<file path="config.mk">
export PLATFORM = sky130hd
export DESIGN_NAME = univ_shift_reg
export DESIGN_NICKNAME = d
export VERILOG_FILES = /design/src/rtl/usr_pkg.sv /design/src/rtl/usr_burst_ctrl.sv /design/src/rtl/univ_shift_reg.sv
export SDC_FILE = /design/constraint.sdc
export NUM_CORES = 1
export LEC_CHECK = 0
export ABC_AREA = 0
export ABC_CLOCK_PERIOD_IN_PS = 2000
export CAP_MARGIN = 25
export CORE_MARGIN = 2
export CORE_UTILIZATION = 44
export DETAILED_ROUTE_END_ITERATION = 7
export PLACE_DENSITY_LB_ADDON = 0.25
export REMOVE_ABC_BUFFERS = 1
export SKIP_LAST_GASP = 1
export SYNTH_ARGS = -nofsm -noshare
export SYNTH_HDL_FRONTEND = slang
export SYNTH_SLANG_ARGS = --single-unit
</file>
<file path="constraint.sdc">
create_clock -name clock -period 2 [get_ports clock]
set_clock_uncertainty 0.05 [all_clocks]
set_input_delay 0.6 -clock clock [delete_from_list [all_inputs] [get_ports clock]]
set_output_delay 0.6 -clock clock [all_outputs]
set_load 0.02 [all_outputs]
</file>
<file path="src/rtl/usr_pkg.sv">
// Shared types and constants for the universal shift register.
package usr_pkg;

  typedef enum logic {
    IDLE  = 1'b0,
    BURST = 1'b1
  } usr_state_t;

  localparam logic DIR_LEFT  = 1'b1;
  localparam logic DIR_RIGHT = 1'b0;

endpackage

</file>
<file path="src/rtl/usr_burst_ctrl.sv">
// Burst sequencer: accepts start, counts shifts, latches direction/rotate, drives busy/done.
module usr_burst_ctrl
  import usr_pkg::*;
#(
  parameter int unsigned CW = 4
) (
  input  logic          clock,
  input  logic          reset,
  input  logic          pl,
  input  logic          start,
  input  logic [CW-1:0] count,
  input  logic          right_left,
  input  logic          rotate,
  output logic          shift_req,
  output logic          burst_dir,
  output logic          burst_rot,
  output logic          busy,
  output logic          done
);

  usr_state_t    state, state_n;
  logic [CW-1:0] remaining, remaining_n;
  logic          dir_q, dir_n;
  logic          rot_q, rot_n;
  logic          done_q, done_n;

  always_ff @(posedge clock or posedge reset) begin
    if (reset) begin
      state     <= IDLE;
      remaining <= '0;
      dir_q     <= DIR_RIGHT;
      rot_q     <= 1'b0;
      done_q    <= 1'b0;
    end else begin
      state     <= state_n;
      remaining <= remaining_n;
      dir_q     <= dir_n;
      rot_q     <= rot_n;
      done_q    <= done_n;
    end
  end

  // A parallel load aborts a burst silently, so it is checked before the burst step.
  always_comb begin
    state_n     = state;
    remaining_n = remaining;
    dir_n       = dir_q;
    rot_n       = rot_q;
    done_n      = 1'b0;
    if (pl) begin
      state_n     = IDLE;
      remaining_n = '0;
    end else begin
      case (state)
        BURST: begin
          remaining_n = remaining - CW'(1);
          if (remaining == CW'(1)) begin
            state_n = IDLE;
            done_n  = 1'b1;
          end
        end
        default: begin
          if (start) begin
            dir_n       = right_left;
            rot_n       = rotate;
            remaining_n = count;
            if (count == '0) done_n  = 1'b1;
            else             state_n = BURST;
          end
        end
      endcase
    end
  end

  assign busy      = (state == BURST);
  assign shift_req = busy && !pl;
  assign burst_dir = dir_q;
  assign burst_rot = rot_q;
  assign done      = done_q;

endmodule

</file>
<file path="src/rtl/univ_shift_reg.sv">
// Universal shift register: parallel load, manual and burst shifts.
// Optional rotate support is enabled by defining USR_ROTATE_EN.
module univ_shift_reg
  import usr_pkg::*;
#(
  parameter int unsigned WIDTH = 8,
  parameter int unsigned CW    = $clog2(WIDTH + 1)
) (
  input  logic             clock,
  input  logic             reset,
  input  logic             en,
  input  logic             pl,
  input  logic             new_bit,
  input  logic             right_left,
  input  logic             rotate,
  input  logic [WIDTH-1:0] din,
  input  logic             start,
  input  logic [CW-1:0]    count,
  output logic             d_out,
  output logic [WIDTH-1:0] reg_bits,
  output logic             busy,
  output logic             done
);

  logic             shift_req;
  logic             burst_dir;
  logic             burst_rot;
  logic             manual_shift;
  logic             do_shift;
  logic             shift_left;
  logic             out_bit;
  logic             fill;
  logic [WIDTH-1:0] shifted;

  usr_burst_ctrl #(
    .CW(CW)
  ) u_ctrl (
    .clock      (clock),
    .reset      (reset),
    .pl         (pl),
    .start      (start),
    .count      (count),
    .right_left (right_left),
    .rotate     (rotate),
    .shift_req  (shift_req),
    .burst_dir  (burst_dir),
    .burst_rot  (burst_rot),
    .busy       (busy),
    .done       (done)
  );

  // A start accepted in idle suppresses the manual shift on the same edge.
  assign manual_shift = !busy && en && !start && !pl;
  assign do_shift     = shift_req || manual_shift;
  assign shift_left   = busy ? (burst_dir == DIR_LEFT) : (right_left == DIR_LEFT);
  assign out_bit      = shift_left ? reg_bits[WIDTH-1] : reg_bits[0];

`ifdef USR_ROTATE_EN
  logic rot_sel;
  assign rot_sel = busy ? burst_rot : rotate;
  assign fill    = rot_sel ? out_bit : new_bit;
`else
  logic unused_rotate;
  assign unused_rotate = burst_rot ^ rotate;
  assign fill          = new_bit;
`endif

  assign shifted = shift_left ? {reg_bits[WIDTH-2:0], fill}
                              : {fill, reg_bits[WIDTH-1:1]};

  always_ff @(posedge clock or posedge reset) begin
    if (reset) begin
      reg_bits <= '0;
      d_out    <= 1'b0;
    end else if (pl) begin
      reg_bits <= din;
    end else if (do_shift) begin
      reg_bits <= shifted;
      d_out    <= out_bit;
    end
  end

endmodule

</file>
==> reports/results.ini <==
[timing]
hold_viol_final = 0
min_period_over_period = 0.957
rsz_0062_raised_after_global_routing = false
report.final.setup_viol = 0
shortest_period_the_worst_path_allows_ns = 1.91
drv_slew = 0
max_freq_mhz = 522
setup_total_negative_slack_ns = 0
worst_slew_margin_rel = 0.637
worstMarginPinSlew_ns = 0.542

[clock_network]
tritoncts.num_buffers = 3
cts_setup_buffers = 0
post_cts_hold_buffer_count = 0
cts_max_level = 1
cts_sinks = 16
maximum_clock_insertion_buffer_count = 2
clock_latency_ns = 0.29
worst_setup_hold_path_clk_slew_ns = 0.08
tritoncts = done
post_cts_resized = 0
cts-root-buf = sky130_fd_sc_hd__clkbuf_4

[grt]
grt_pass1_wl_um = 3420
grt_antenna_before_repair = 0
gr-total-overflow = 0
gr-usage-all-layers = 0.177
vias_in_the_first_global_route = 794
grt_start_max_net_pins = 17

[cells_and_area]
layout.nets = 151
fin_area_mm2 = 0.00135
utilization = 0.682
fraction_of_layout_cells_with_a_size_suffix_above_1 = 0.133
areaGrowthSynthToFinish_pct = 45.6
antennaDiodeCount = 0

[min_path]
worstHoldPathType = reg -> reg
hold_path_cells = 1

[synth]
synthesis.area_um2 = 928
ys_seq_area_frac = 0.431
synth_compound_area_frac = 0.171
yosys-top-cells-area = sky130_fd_sc_hd__dfrtp_1, sky130_fd_sc_hd__mux2i_1, sky130_fd_sc_hd__a221oi_1
combinational_family_with_the_most_area_after_synthesis = compound AO/OA/AOI/OAI gates
yosys.cell_types.count = 27
synthAdderAreaFrac = 0.0270
synth-seq-cells = 16
post_synth_xor_area_fraction = 0
synthesis.instances = 90
netlist.top_cell.by_area = sky130_fd_sc_hd__dfrtp_1
synth.mux.area_fraction = 0.146
postSynth.asyncResetShare = 1.00
synth_largest_type_area_fraction = 0.431
top_count_cell_post_synth = sky130_fd_sc_hd__dfrtp_1
ys_top_cells_by_count = sky130_fd_sc_hd__dfrtp_1, sky130_fd_sc_hd__inv_1, sky130_fd_sc_hd__nor2b_1, sky130_fd_sc_hd__a221oi_1, sky130_fd_sc_hd__mux2i_1
synth_edf_count = 0
ys.flop_type = sky130_fd_sc_hd__dfrtp_1
syn_warnings = 0
yosys.area_share.simple = 0.160
synthesis.area_per_instance_um2 = 10.3

[setup_path]
crit_slowest_cell = sky130_fd_sc_hd__clkdlybuf4s50_1
timing.critical_path.arrival_ns = 1.26
worstPathCellList = clkdlybuf4s50_1
worstSetupPathDepth = 1
timing.critical_path.buf_inv = 1
cp_top_family = buffers and inverters
setup.worst_path.start_class = register
cpPeakStageDelay_ns = 0.61
cp_max_fo = 3
worst_r2r_path_depth = 4
critical_path.endpoint_type = output pin
timing.critical_path.required_ns = 1.35
timing.setup.critical_path_class = reg -> out

[detailed_routing]
routed_vias_inst = 5.20
drt_drc_violations_left = 0
detail-route-antenna-nets = 0
drt-wirelength-per-cell_um = 13.2
drt-initial-drc-count = 15
drt_first_pass_iters = 4
dr_vias = 806
finalWirelength_um = 2040

[pwr]
worst_ir_drop_vdd_uv = 541
power.density_cell_area_mw_per_mm2 = 699
power_frac_comb = 0.349
seq_power_share = 0.430
leakage_uw = 0.000650
clock_power_share = 0.222
p_switching_uw = 292
int_power_uw = 653
sw_frac_of_total = 0.309
design_power_total_uw = 945

[floorplan]
die-height_um = 49.9
die-area_mm2 = 0.00249
floorplan.initialDensity = 0.468
fp-row-count = 16
coreArea_mm2 = 0.00198
die-width_um = 49.9
i_o_pins = 31

[placement]
buffer_ports.inserted = 29
hpwl_um = 1580
detailed_place.area_mm2 = 0.00130
place_congestion = 0.835

[status]
outcome = completed

[job]
max-cap-violations = 0

final cells by class:
class	count	area (um^2)
fill	155	631
clock buffer	4	36.3
timing repair buffer	37	368
inverter	12	45.0
sequential	16	400
tap	27	33.8
multi-input combinational	59	468
layer usage:
metal	wire length (um)	up-vias	global-route usage
li1	-	396	-
met1	957	388	0.227
met2	968	20	0.298
met3	109	2	0.0515
met4	5	0	0.0278
met5	0	-	0
cell families (layout without fill, tap and decap cells):
kind of cell,count (synthesis),after routing
multiplexers,12,12
adder cells (fa/ha/maj),2,2
AO/OA/AOI/OAI,20,20
AND/OR/NAND/NOR,25,25
buffers and inverters,15,53
flip-flops,16,16
layout by cell type, fill, tap and decap left out, drive strengths merged, types with 3 or more instances in the layout:
master	count
clkdlybuf4s50	22
dfrtp	16
inv	12
nor2b	12
mux2i	10
a221oi	9
buf	8
dlymetal6s2s	7
nor2	4
clkbuf	4
a21oi	3
final timing paths:
path | endpoint | slack [ns] | from
max | reg_bits[7] | 0.09 | reg_bits[7]$_DFFE_PP0P_
max reg2reg | reg_bits[1]$_DFFE_PP0P_ | 0.35 | u_ctrl.busy$_DFF_PP0_
min | d_out$_DFFE_PP0P_ | 0.46 | d_out$_DFFE_PP0P_
min reg2reg | d_out$_DFFE_PP0P_ | 0.46 | d_out$_DFFE_PP0P_
max in group asynchronous | u_ctrl.busy$_DFF_PP0_ | 1.15 | reset
min in group asynchronous | u_ctrl.done$_DFF_PP0_ | 0.56 | reset
through the flow:
step / worst slack (ns) / instances / hold slack, ns
global route: 0.0452 / 155 / 0.499
floorplan: 0.310 / 87 / 0.464
finish: 0.0861 / 155 / 0.464
detailed placement: -0.139 / 151 / 0.450
global placement: -0.0835 / 151 / 0.442
CTS: 0.0104 / 155 / 0.470
flip-flops by register name, summed over array words and instances, names as in the netlist:
signal,flops
u_ctrl.burst_dir,1
d_out,1
u_ctrl.busy,1
u_ctrl.remaining,4
reg_bits,8
u_ctrl.done,1
power by group through the flow:
stage	clock (uW)	combinational, uW	sequential (uW)
2_1_floorplan	0	140	450
3_3_place_gp	0	327	411
3_5_place_dp	0	334	413
4_1_cts	220	336	407
5_1_grt	234	358	413
6_report	209	330	406
No activity file was read; power rests on OpenSTA's default activity.
